--- src/rtl/lsu_dbus_master_pkg.sv ---
// lsu_dbus_master_pkg: funct3 codes, FSM states, byte-enable width and access-size decode
// shared by the load/store unit and its load aligner.
package lsu_dbus_master_pkg;
   localparam int BE_W = 4;
   localparam logic [2:0] F3_B  = 3'b000;
   localparam logic [2:0] F3_H  = 3'b001;
   localparam logic [2:0] F3_W  = 3'b010;
   localparam logic [2:0] F3_BU = 3'b100;
   localparam logic [2:0] F3_HU = 3'b101;
   typedef enum logic [1:0] {S_IDLE, S_REQ, S_RESP, S_DONE} state_e;
   typedef enum logic [1:0] {SZ_B, SZ_H, SZ_W} size_e;
   // Stores have no unsigned forms, so 100/101 fall back to word like every other undefined code.
   function automatic size_e access_size(input logic [2:0] f3, input logic is_store);
      return (f3 == F3_B || (!is_store && f3 == F3_BU)) ? SZ_B :
             (f3 == F3_H || (!is_store && f3 == F3_HU)) ? SZ_H : SZ_W;
   endfunction
endpackage

--- src/rtl/lsu_dbus_master_if.sv ---
// lsu_dbus_master_if: data-bus request/grant/response signals with master and slave views.
interface lsu_dbus_master_if
   import lsu_dbus_master_pkg::*;
#(parameter int ADDR_WIDTH = 32, parameter int DATA_WIDTH = 32);
   logic                  Dbus_Req;
   logic                  Dbus_We;
   logic [ADDR_WIDTH-1:0] Dbus_Addr;
   logic [DATA_WIDTH-1:0] Dbus_WrtData;
   logic [BE_W-1:0]       Dbus_ByteEn;
   logic                  Dbus_Gnt;
   logic                  Dbus_RdVld;
   logic [DATA_WIDTH-1:0] Dbus_RdData;
   logic                  Dbus_Err;
   modport master (
      output Dbus_Req, Dbus_We, Dbus_Addr, Dbus_WrtData, Dbus_ByteEn,
      input  Dbus_Gnt, Dbus_RdVld, Dbus_RdData, Dbus_Err
   );
   modport slave (
      input  Dbus_Req, Dbus_We, Dbus_Addr, Dbus_WrtData, Dbus_ByteEn,
      output Dbus_Gnt, Dbus_RdVld, Dbus_RdData, Dbus_Err
   );
endinterface

--- src/rtl/lsu_load_align.sv ---
// lsu_load_align: selects the addressed byte/half of a read word and sign/zero-extends it.
module lsu_load_align
   import lsu_dbus_master_pkg::*;
#(parameter int DATA_WIDTH = 32) (
   input  logic [DATA_WIDTH-1:0] rd_data_i,
   input  logic [1:0]            addr_i,
   input  logic [2:0]            funct3_i,
   output logic [DATA_WIDTH-1:0] data_o
);
   logic [7:0]  b;
   logic [15:0] h;
   logic        sgn;
   size_e       sz;
   always_comb begin
      b      = rd_data_i[8*addr_i +: 8];
      h      = rd_data_i[16*addr_i[1] +: 16];
      sgn    = ~funct3_i[2];
      sz     = access_size(funct3_i, 1'b0);
      data_o = sz == SZ_B ? {{(DATA_WIDTH-8){sgn & b[7]}}, b} :
               sz == SZ_H ? {{(DATA_WIDTH-16){sgn & h[15]}}, h} : rd_data_i;
   end
endmodule

--- src/rtl/lsu_dbus_master.sv ---
// lsu_dbus_master: MEM-stage load/store unit driving the data bus and stalling while busy.
// Define LSU_MISALIGN_TRAP_EN to trap misaligned half/word accesses instead of truncating.
module lsu_dbus_master
   import lsu_dbus_master_pkg::*;
#(
   parameter int DATA_WIDTH     = 32,
   parameter int ADDR_WIDTH     = 32,
   parameter int TIMEOUT_CYCLES = 255
) (
   input  logic                  clk,
   input  logic                  rst,
   input  logic                  ExMem_MemRd_i,
   input  logic                  ExMem_MemWrt_i,
   input  logic [2:0]            ExMem_Funct3_i,
   input  logic [ADDR_WIDTH-1:0] ExMem_Addr_i,
   input  logic [DATA_WIDTH-1:0] ExMem_WrtData_i,
   output logic                  Lsu_Stall_o,
   output logic [DATA_WIDTH-1:0] Lsu_DataRd_o,
   output logic                  Lsu_DataVld_o,
   output logic                  Lsu_BusErr_o,
   lsu_dbus_master_if.master     dbus
);
   localparam int CW = $clog2(TIMEOUT_CYCLES + 1);
   state_e                state_q, state_d;
   logic [CW-1:0]         cnt_q, cnt_d;
   logic                  err_q, err_d, we_q;
   logic [2:0]            f3_q;
   logic [ADDR_WIDTH-1:0] addr_q;
   logic [DATA_WIDTH-1:0] wdata_q, wdata_d, rdata_q, rdata_d, ext;
   logic [BE_W-1:0]       be_q, be_d;
   logic                  cmd, misalign, fin, timeout;
   size_e                 sz;
   lsu_load_align #(.DATA_WIDTH(DATA_WIDTH)) u_align (
      .rd_data_i (dbus.Dbus_RdData),
      .addr_i    (addr_q[1:0]),
      .funct3_i  (f3_q),
      .data_o    (ext)
   );
   // Command decode and store lane packing; a store wins when both commands are set.
   always_comb begin
      cmd     = ExMem_MemRd_i | ExMem_MemWrt_i;
      sz      = access_size(ExMem_Funct3_i, ExMem_MemWrt_i);
      be_d    = sz == SZ_B ? BE_W'(1) << ExMem_Addr_i[1:0] :
                sz == SZ_H ? BE_W'(3) << {ExMem_Addr_i[1], 1'b0} : '1;
      wdata_d = sz == SZ_B ? {4{ExMem_WrtData_i[7:0]}} :
                sz == SZ_H ? {2{ExMem_WrtData_i[15:0]}} : ExMem_WrtData_i;
`ifdef LSU_MISALIGN_TRAP_EN
      misalign = (sz == SZ_H & ExMem_Addr_i[0]) | (sz == SZ_W & |ExMem_Addr_i[1:0]);
`else
      misalign = 1'b0;
`endif
   end
   always_ff @(posedge clk or posedge rst)
      if (rst) state_q <= S_IDLE;
      else     state_q <= state_d;
   // A real completion in the last allowed cycle takes priority over the timeout.
   always_comb begin
      state_d = state_q;
      cnt_d   = cnt_q;
      err_d   = err_q;
      rdata_d = rdata_q;
      timeout = cnt_q == CW'(TIMEOUT_CYCLES - 1);
      fin     = state_q == S_REQ ? dbus.Dbus_Gnt & (we_q | dbus.Dbus_Err) :
                (state_q == S_RESP) & dbus.Dbus_RdVld;
      case (state_q)
         S_IDLE: if (cmd) begin
            state_d = misalign ? S_DONE : S_REQ;
            cnt_d   = '0;
            err_d   = misalign;
            rdata_d = misalign ? '0 : rdata_q;
         end
         S_REQ, S_RESP: begin
            cnt_d = cnt_q + 1'b1;
            if (fin | timeout) begin
               state_d = S_DONE;
               err_d   = ~fin | dbus.Dbus_Err;
               rdata_d = (~fin | dbus.Dbus_Err) ? '0 : we_q ? rdata_q : ext;
            end else if (state_q == S_REQ & dbus.Dbus_Gnt) state_d = S_RESP;
         end
         default: state_d = S_IDLE;
      endcase
   end
   always_ff @(posedge clk or posedge rst)
      if (rst) begin
         cnt_q   <= '0;
         err_q   <= 1'b0;
         rdata_q <= '0;
         we_q    <= 1'b0;
         f3_q    <= '0;
         addr_q  <= '0;
         wdata_q <= '0;
         be_q    <= '0;
      end else begin
         cnt_q   <= cnt_d;
         err_q   <= err_d;
         rdata_q <= rdata_d;
         if (state_q == S_IDLE && cmd) begin
            we_q    <= ExMem_MemWrt_i;
            f3_q    <= ExMem_Funct3_i;
            addr_q  <= ExMem_Addr_i;
            wdata_q <= wdata_d;
            be_q    <= be_d;
         end
      end
   always_comb begin
      dbus.Dbus_Req     = state_q == S_REQ;
      dbus.Dbus_We      = we_q;
      dbus.Dbus_Addr    = {addr_q[ADDR_WIDTH-1:2], 2'b00};
      dbus.Dbus_WrtData = wdata_q;
      dbus.Dbus_ByteEn  = be_q;
      Lsu_Stall_o       = ~rst & (((state_q == S_IDLE) & cmd) | state_q == S_REQ | state_q == S_RESP);
      Lsu_DataVld_o     = state_q == S_DONE;
      Lsu_BusErr_o      = (state_q == S_DONE) & err_q;
      Lsu_DataRd_o      = rdata_q;
   end
endmodule

--- src/flat_wrapper.sv ---
// flat-port wrapper written by rule: the top's interface ports become plain ports
module lsu_dbus_master_flat import lsu_dbus_master_pkg::*;
#(
   parameter int DATA_WIDTH     = 32,
   parameter int ADDR_WIDTH     = 32,
   parameter int TIMEOUT_CYCLES = 255
)
  (clk, rst, ExMem_MemRd_i, ExMem_MemWrt_i, ExMem_Funct3_i, ExMem_Addr_i, ExMem_WrtData_i, Lsu_Stall_o, Lsu_DataRd_o, Lsu_DataVld_o, Lsu_BusErr_o, dbus_Dbus_Req, dbus_Dbus_We, dbus_Dbus_Addr, dbus_Dbus_WrtData, dbus_Dbus_ByteEn, dbus_Dbus_Gnt, dbus_Dbus_RdVld, dbus_Dbus_RdData, dbus_Dbus_Err);
  lsu_dbus_master_if #(.ADDR_WIDTH(ADDR_WIDTH), .DATA_WIDTH(DATA_WIDTH)) dbus_i ();
  input  logic clk;
  input  logic rst;
  input  logic ExMem_MemRd_i;
  input  logic ExMem_MemWrt_i;
  input  logic [2:0] ExMem_Funct3_i;
  input  logic [ADDR_WIDTH-1:0] ExMem_Addr_i;
  input  logic [DATA_WIDTH-1:0] ExMem_WrtData_i;
  output logic Lsu_Stall_o;
  output logic [DATA_WIDTH-1:0] Lsu_DataRd_o;
  output logic Lsu_DataVld_o;
  output logic Lsu_BusErr_o;
  output wire logic [$bits(dbus_i.Dbus_Req)-1:0] dbus_Dbus_Req;
  output wire logic [$bits(dbus_i.Dbus_We)-1:0] dbus_Dbus_We;
  output wire logic [$bits(dbus_i.Dbus_Addr)-1:0] dbus_Dbus_Addr;
  output wire logic [$bits(dbus_i.Dbus_WrtData)-1:0] dbus_Dbus_WrtData;
  output wire logic [$bits(dbus_i.Dbus_ByteEn)-1:0] dbus_Dbus_ByteEn;
  input wire logic [$bits(dbus_i.Dbus_Gnt)-1:0] dbus_Dbus_Gnt;
  input wire logic [$bits(dbus_i.Dbus_RdVld)-1:0] dbus_Dbus_RdVld;
  input wire logic [$bits(dbus_i.Dbus_RdData)-1:0] dbus_Dbus_RdData;
  input wire logic [$bits(dbus_i.Dbus_Err)-1:0] dbus_Dbus_Err;
  assign dbus_Dbus_Req = dbus_i.Dbus_Req;
  assign dbus_Dbus_We = dbus_i.Dbus_We;
  assign dbus_Dbus_Addr = dbus_i.Dbus_Addr;
  assign dbus_Dbus_WrtData = dbus_i.Dbus_WrtData;
  assign dbus_Dbus_ByteEn = dbus_i.Dbus_ByteEn;
  assign dbus_i.Dbus_Gnt = dbus_Dbus_Gnt;
  assign dbus_i.Dbus_RdVld = dbus_Dbus_RdVld;
  assign dbus_i.Dbus_RdData = dbus_Dbus_RdData;
  assign dbus_i.Dbus_Err = dbus_Dbus_Err;
  lsu_dbus_master #(.DATA_WIDTH(DATA_WIDTH), .ADDR_WIDTH(ADDR_WIDTH), .TIMEOUT_CYCLES(TIMEOUT_CYCLES)) u_core (.clk(clk), .rst(rst), .ExMem_MemRd_i(ExMem_MemRd_i), .ExMem_MemWrt_i(ExMem_MemWrt_i), .ExMem_Funct3_i(ExMem_Funct3_i), .ExMem_Addr_i(ExMem_Addr_i), .ExMem_WrtData_i(ExMem_WrtData_i), .Lsu_Stall_o(Lsu_Stall_o), .Lsu_DataRd_o(Lsu_DataRd_o), .Lsu_DataVld_o(Lsu_DataVld_o), .Lsu_BusErr_o(Lsu_BusErr_o), .dbus(dbus_i));
endmodule
--- config.mk ---
export PLATFORM = sky130hd
export DESIGN_NAME = lsu_dbus_master_flat
export DESIGN_NICKNAME = d
export VERILOG_FILES = /design/src/rtl/lsu_dbus_master_pkg.sv /design/src/rtl/lsu_dbus_master_if.sv /design/src/rtl/lsu_load_align.sv /design/src/rtl/lsu_dbus_master.sv /design/src/flat_wrapper.sv
export SDC_FILE = /design/constraint.sdc
export NUM_CORES = 1
export LEC_CHECK = 0
export BUFFER_PORTS_ARGS = -buffer_cell sky130_fd_sc_hd__buf_2
export CORE_UTILIZATION = 40
export DETAILED_ROUTE_END_ITERATION = 10
export HOLD_SLACK_MARGIN = 0.12
export PLACE_DENSITY = 0.67
export SYNTH_ARGS = -nofsm -noshare
export SYNTH_HDL_FRONTEND = slang
export SYNTH_SLANG_ARGS = --single-unit
--- constraint.sdc ---
create_clock -name clk -period 4.1 [get_ports clk]
set_input_delay 0.205 -clock clk [delete_from_list [all_inputs] [get_ports clk]]
set_output_delay 0.205 -clock clk [all_outputs]
set_load 0.02 [all_outputs]
# Word level (Yosys, flattened, before mapping)
# Index checks and enable logic that the tools add are counted.
word_totals:
  register_bits: 115
  inputBits: 106
  word_cells: 88
op_classes:
  n_addsub: 1
  n_eq_ne: 16
  shifts: 4
  n_mux: 22
  n_bitwise: 17
  n_reduce_logical: 19
ops:
  columns: ["op", "count"]
  rows:
  - ["32-bit 2-to-1 mux", 6]
  - ["32-bit by 6-bit indexed part select with 16-bit output", 1]
  - ["32-bit by 6-bit indexed part select with 8-bit output", 1]
  - ["8-bit case mux with 2 select lines", 1]
  - ["2-bit 2-to-1 mux", 7]
  - ["3-bit == test, second input constant", 4]
  - ["8-bit by 1-bit adder with 8-bit output, second input constant", 1]
  - ["1-bit AND", 8]
  - ["8-bit == test, second input constant", 1]
  - ["4-bit 2-to-1 mux", 2]
  - ["8-bit 2-to-1 mux", 1]
  - ["2-bit by 1-bit == test with 1-bit output, second input constant", 3]
  - ["3-bit by 1-bit == test with 1-bit output, second input constant", 2]
  - ["2-bit zero test", 3]
  - ["3-bit zero test", 2]
  - ["1-bit OR", 6]
  - ["3-bit AND reduction", 2]
  - ["2-bit == test, second input constant", 2]
  - ["1-bit logical OR", 4]
  - ["2-bit by 1-bit inequality test with 1-bit output, second input constant", 2]
  - ["2-bit case mux with 2 select lines", 1]
  - ["2-bit AND reduction", 2]
  - ["1-bit by 2-bit left shift with 4-bit output, first input constant", 1]
  - ["2-bit by 2-bit left shift with 4-bit output, first input constant", 1]
  - ["9 further kinds", 15]

# Logic depth before layout (Yosys ltp)
logic_depth:
  word_depth: 9
  depth_mapped: 8
  ltp_nobuf: 7

# Modules after synthesis
# Synthesis repeated with hierarchy kept, for this count alone.
hier_totals:
  hier_cells: 561
  area_unflattened_um2: 6144.6
by_module_without_submodules:
  columns: ["module", "n_inst", "cells_each", "area_per_inst_um2"]
  rows:
  - ["lsu_dbus_master", 1, 426, 5127.4]
  - ["lsu_load_align", 1, 135, 1017.2]

# Worst setup path after synthesis
# No wires, ideal clock.
synth_timing:
  path_kind: "register to register"
  from: "register u_core.state_q[1]"
  to: "register u_core.rdata_q[10] (netlist: u_core.Lsu_DataRd_o[10])"
  setup_ns: 0.130
  t_arrival_ns: 1.740
  setup_slack_ns: 2.230
  stages_incl_launch_ff: 9
  n_path_buf: 1
  synth_period_minus_slack_ns: 1.870
  path_cell_list: "dfrtp_1 inv_1 ha_1 and3b_4 o211ai_1 o211ai_4 buf_6 nand2_1 o21ai_1"
synth_via:
  word_cells_on_any_way: 11
  cone_classes: "eq/ne: 3; mux: 2; bitwise: 4; reduce/logical: 2"
synth_rtl:
  columns: ["item", "line_no", "rtl"]
  rows:
  - ["from (decl)", "lsu_dbus_master.sv:24", "state_e state_q, state_d;"]
  - ["from (signal assigned)", "lsu_dbus_master.sv:55", "else state_q <= state_d;"]
  - ["2-bit by 1-bit == test with 1-bit output *", null, null]
  - ["net dbus_Dbus_Req", "flat_wrapper.sv:21", "output wire logic [$bits(dbus_i.Dbus_Req)-1:0] dbus_Dbus_Req;"]
  - ["1-bit 2-to-1 mux", "lsu_dbus_master.sv:63", "fin = state_q == S_REQ ? dbus.Dbus_Gnt & (we_q | dbus.Dbus_Err) :"]
  - ["1-bit NOT", "lsu_dbus_master.sv:77", "rdata_d = (~fin | dbus.Dbus_Err) ? '0 : we_q ? rdata_q : ext;"]
  - ["1-bit OR", "lsu_dbus_master.sv:77", null]
  - ["2-bit inequality test (no source line)", null, null]
  - ["3-bit AND reduction (no source line)", null, null]
  - ["to (signal assigned)", "lsu_dbus_master.sv:96", "rdata_q <= rdata_d;"]
  - ["to (decl)", "lsu_dbus_master.sv:29", "logic [DATA_WIDTH-1:0] wdata_q, wdata_d, rdata_q, rdata_d, ext;"]
# Mark *: on every way through the listed nets, which the timed path passes. The rest lies on a longest branch.
# A chain may end at the register's enable or synchronous reset.

# Worst setup path in the final report
layout_timing:
  from: "input port ExMem_MemWrt_i"
  to: "output port Lsu_Stall_o"
layout_via:
  elab_chain_cells: 5
layout_lines:
  columns: ["item", "line_no", "rtl"]
  rows:
  - ["from (decl)", "flat_wrapper.sv:13", "input logic ExMem_MemWrt_i;"]
  - ["1-bit OR", "lsu_dbus_master.sv:41", "cmd = ExMem_MemRd_i | ExMem_MemWrt_i;"]
  - ["1-bit AND", "lsu_dbus_master.sv:111", "Lsu_Stall_o = ~rst & (((state_q == S_IDLE) & cmd) | state_q == S_REQ | state_q == S_RESP);"]
  - ["1-bit OR (2 in a row)", "lsu_dbus_master.sv:111", null]
  - ["1-bit AND", "lsu_dbus_master.sv:111", null]
  - ["to (decl)", "flat_wrapper.sv:17", "output logic Lsu_Stall_o;"]
# Every way passes these cells.

==> results by group <==
Logic synthesis
  • Yosys warning total: 0
  • Distinct cells, synth: 45
  • Synthesized cell area: 0.00585 mm^2
  • Async SR Flop Fraction: 100%
  • Register area share after synthesis: 49.2%
  • Flops & latches, synth: 115
  • Number of flops mapped to enable cells by yosys: 0
  • Synth Instances: 567
  • Ys flop type: dfrtp_1
  • Mean Syn Cell Area: 10.3 um^2

Final layout
  • Area growth syn-to-layout: 40.5%
  • FILL cells: 1176
  • Register Area: 0.00288 mm^2
  • Final Cell Area: 0.00822 mm^2
  • Commonest cells after routing, fill and taps aside: buf_2, dfrtp_1, nand2_1, dlygate4sd3_1, o21ai_0
  • Post-route insts no fill: 1011
  • Post-layout util: 58.3%
  • Multi-input gate area: 0.00251 mm^2
  • N_diodes: 0
  • Final Net Count: 930
  • Commonest non-fill, non-tap cell in the layout: buf_2
  • Share of layout cells above drive strength 1: 38.6%

Setup path
  • CP most frequent cell: buf_2
  • CP Data Arrival Time: 2180 ps
  • Worst EP required: 3890 ps
  • WS Path Type: in -> out
  • Crit path max-delay family: buffers and inverters
  • Worst r2r src: u_core.state_q[1]
  • FF-to-FF path depth: 7
  • Crit path from: ExMem_MemWrt_i
  • FF-to-FF End: u_core.Lsu_DataRd_o[22]
  • Crit-path slowest cell: o21ai_4
  • Crit-path cells: dlygate4sd3_1 -> buf_2 -> o21ai_4 -> buf_12 -> a21oi_1 -> buf_2
  • R2R Setup Slk: 1810 ps
  • Worst path depth: 6
  • Worst setup SP type: primary input
  • Crit. End Element: output pin
  • Max FO, Critical Path: 80
  • Max incr delay on CP: 580 ps
  • CP Buf/Inv Count: 4

GRT
  • Pin count of the biggest net entering global routing: 90
  • GR Overflow Total: 0
  • First-pass GRT wire length: 26300 um
  • Antenna violations before repair: 0
  • Tot GR Track Use: 23.0%
  • Vias in the first global route: 5397

Min path
  • Worst min path class: in -> reg
  • Hold path start: ExMem_WrtData_i[14]
  • Hold EP: u_core.dbus.Dbus_WrtData[14]
  • Hold path cells: 3

Floorplanning
  • Die width: 123 um
  • Die area: 0.0151 mm^2
  • Initial Util: 41.5%
  • Row count: 43
  • CORE AREA: 0.0141 mm^2
  • IO Pins: 211
  • Die H: 123 um

Route
  • Initial drt markers: 340
  • DRC viols: 0
  • WL final: 16800 um
  • DR vias/cell: 5.09
  • WL per Instance: 16.6 um
  • ANT nets after route: 0
  • Pre-Repair DR Iteration Count: 5
  • Via count: 5149

Timing
  • Unrepaired setup endpoints after global routing: no
  • Slew @ Worst Pin: 1080 ps
  • Fin crit share: 58.1%
  • Skew final: 8.14 ps
  • Setup violations, final: 0
  • Final Hold Viols: 0
  • Max-slew violation count: 0
  • Fmax: 420 MHz
  • Max_slew headroom: 27.8%
  • Hold Slack: 145 ps
  • Final setup margin: 1720 ps
  • Setup TNS Final: 0 ps
  • Crit path time final: 2380 ps

CTS
  • Post-CTS Resized: 0
  • Root buffer cell: clkbuf_16
  • CTS Hold Bufs: 84
  • Clock slew at reported path FFs: 60 ps
  • Clock Path Buffers: 2
  • Sink Count: 115
  • CTS tree: built
  • CTS Buf Count: 17
  • H-tree lvl count: 4
  • Clock latency on the worst-skew pair: 420 ps
  • Post-CTS setup buffer count: 0

Placed design
  • Placed insts: 895
  • Cell Area, Placed: 0.00676 mm^2
  • Worst slack, placed: 1790 ps
  • GP Congestion: 0.837
  • Port-buffer cells: 208
  • Hpwl dp: 11100 um

Run status
  • Outcome: finished clean

Power
  • VDD IR max: 0.476 mV
  • PwrDens: 772 mW/mm^2
  • Design Power: 6.34 mW
  • Cell leakage power: 4.07 nW

Run
  • Max Cap Violations: 0
power breakdown:
part	internal, mW	switching, mW	total, mW
Combinational	1.09	1.64	2.73
Sequential	1.65	0.401	2.05
Clock	0.975	0.593	1.57
Total	3.71	2.64	6.34
cell families after synthesis:
logic type	after synthesis	synth area share (%)
adders and majority gates	6	1.28
muxes	80	16.2
buffers and inverters	82	8.19
DFF	115	49.2
AOI/OAI and AO/OA	137	14.6
and+or+nand+nor	146	10.5
other	1	0.0641
routing by layer:
metal / vias up / part of all wire, % / global-route usage [%]
met2: 211 / 50 / 39.2
met5: - / 0 / 0
met3: 58 / 6.7 / 7.15
met4: 0 / 4.0 / 12.7
met1: 2426 / 39 / 25.6
li1: 2454 / - / -
state kept, by name, summed over array words and instances, names as in the netlist:
signal	cells
u_core.addr_q	32
u_core.Lsu_DataRd_o	32
u_core.state_q	2
u_core.err_q	1
u_core.dbus.Dbus_ByteEn	4
u_core.dbus.Dbus_We	1
u_core.f3_q	3
u_core.dbus.Dbus_WrtData	32
u_core.cnt_q	8
how the worst max path moves through the flow:
| stage | endpoint | slack [ps] |
|---|---|---|
| floorplan | u_core.Lsu_DataRd_o[0] | 850 |
| CTS | Lsu_Stall_o | 1640 |
| global route | Lsu_Stall_o | 1510 |
| global placement | u_core.Lsu_DataRd_o[31] | 1940 |
| detailed placement | u_core.Lsu_DataRd_o[17] | 1790 |
| finish | Lsu_Stall_o | 1720 |
synthesized netlist by cell type (4+ instances only):
cell | instances | share of area (%)
buf_6 | 4 | 0.77
a21o_1 | 5 | 0.64
nand3_1 | 5 | 0.43
buf_2 | 11 | 0.94
mux2i_1 | 27 | 4.6
a221oi_1 | 7 | 1.0
o21ai_1 | 14 | 1.2
nor2_1 | 28 | 1.8
o31ai_1 | 5 | 0.64
mux2_2 | 46 | 8.9
mux4_2 | 7 | 2.7
ha_1 | 6 | 1.3
buf_4 | 34 | 4.4
o21ai_0 | 59 | 5.0
dfrtp_1 | 115 | 49
o22ai_1 | 16 | 1.7
clkbuf_1 | 14 | 0.90
nand2_1 | 98 | 6.3
inv_1 | 18 | 1.2
a21oi_1 | 9 | 0.77
o21ai_2 | 11 | 1.6
layout make-up:
cell class	count	area share, %
tap	180	2.74
sequential	115	35.0
clock buffer	17	5.18
inverter	18	0.852
multi-input combinational	371	30.6
timing repair buffer	295	23.3
clock inverter	15	2.34
worst register-to-register path, cell delays in order (launching register included):
cell	delay, ps
dfrtp_1	400
inv_1	100
ha_1	260
and3b_4	250
o21bai_4	200
o211ai_4	700
nand2_1	210
o21ai_2	90
Note: power is estimated with default switching activity, not from simulation.
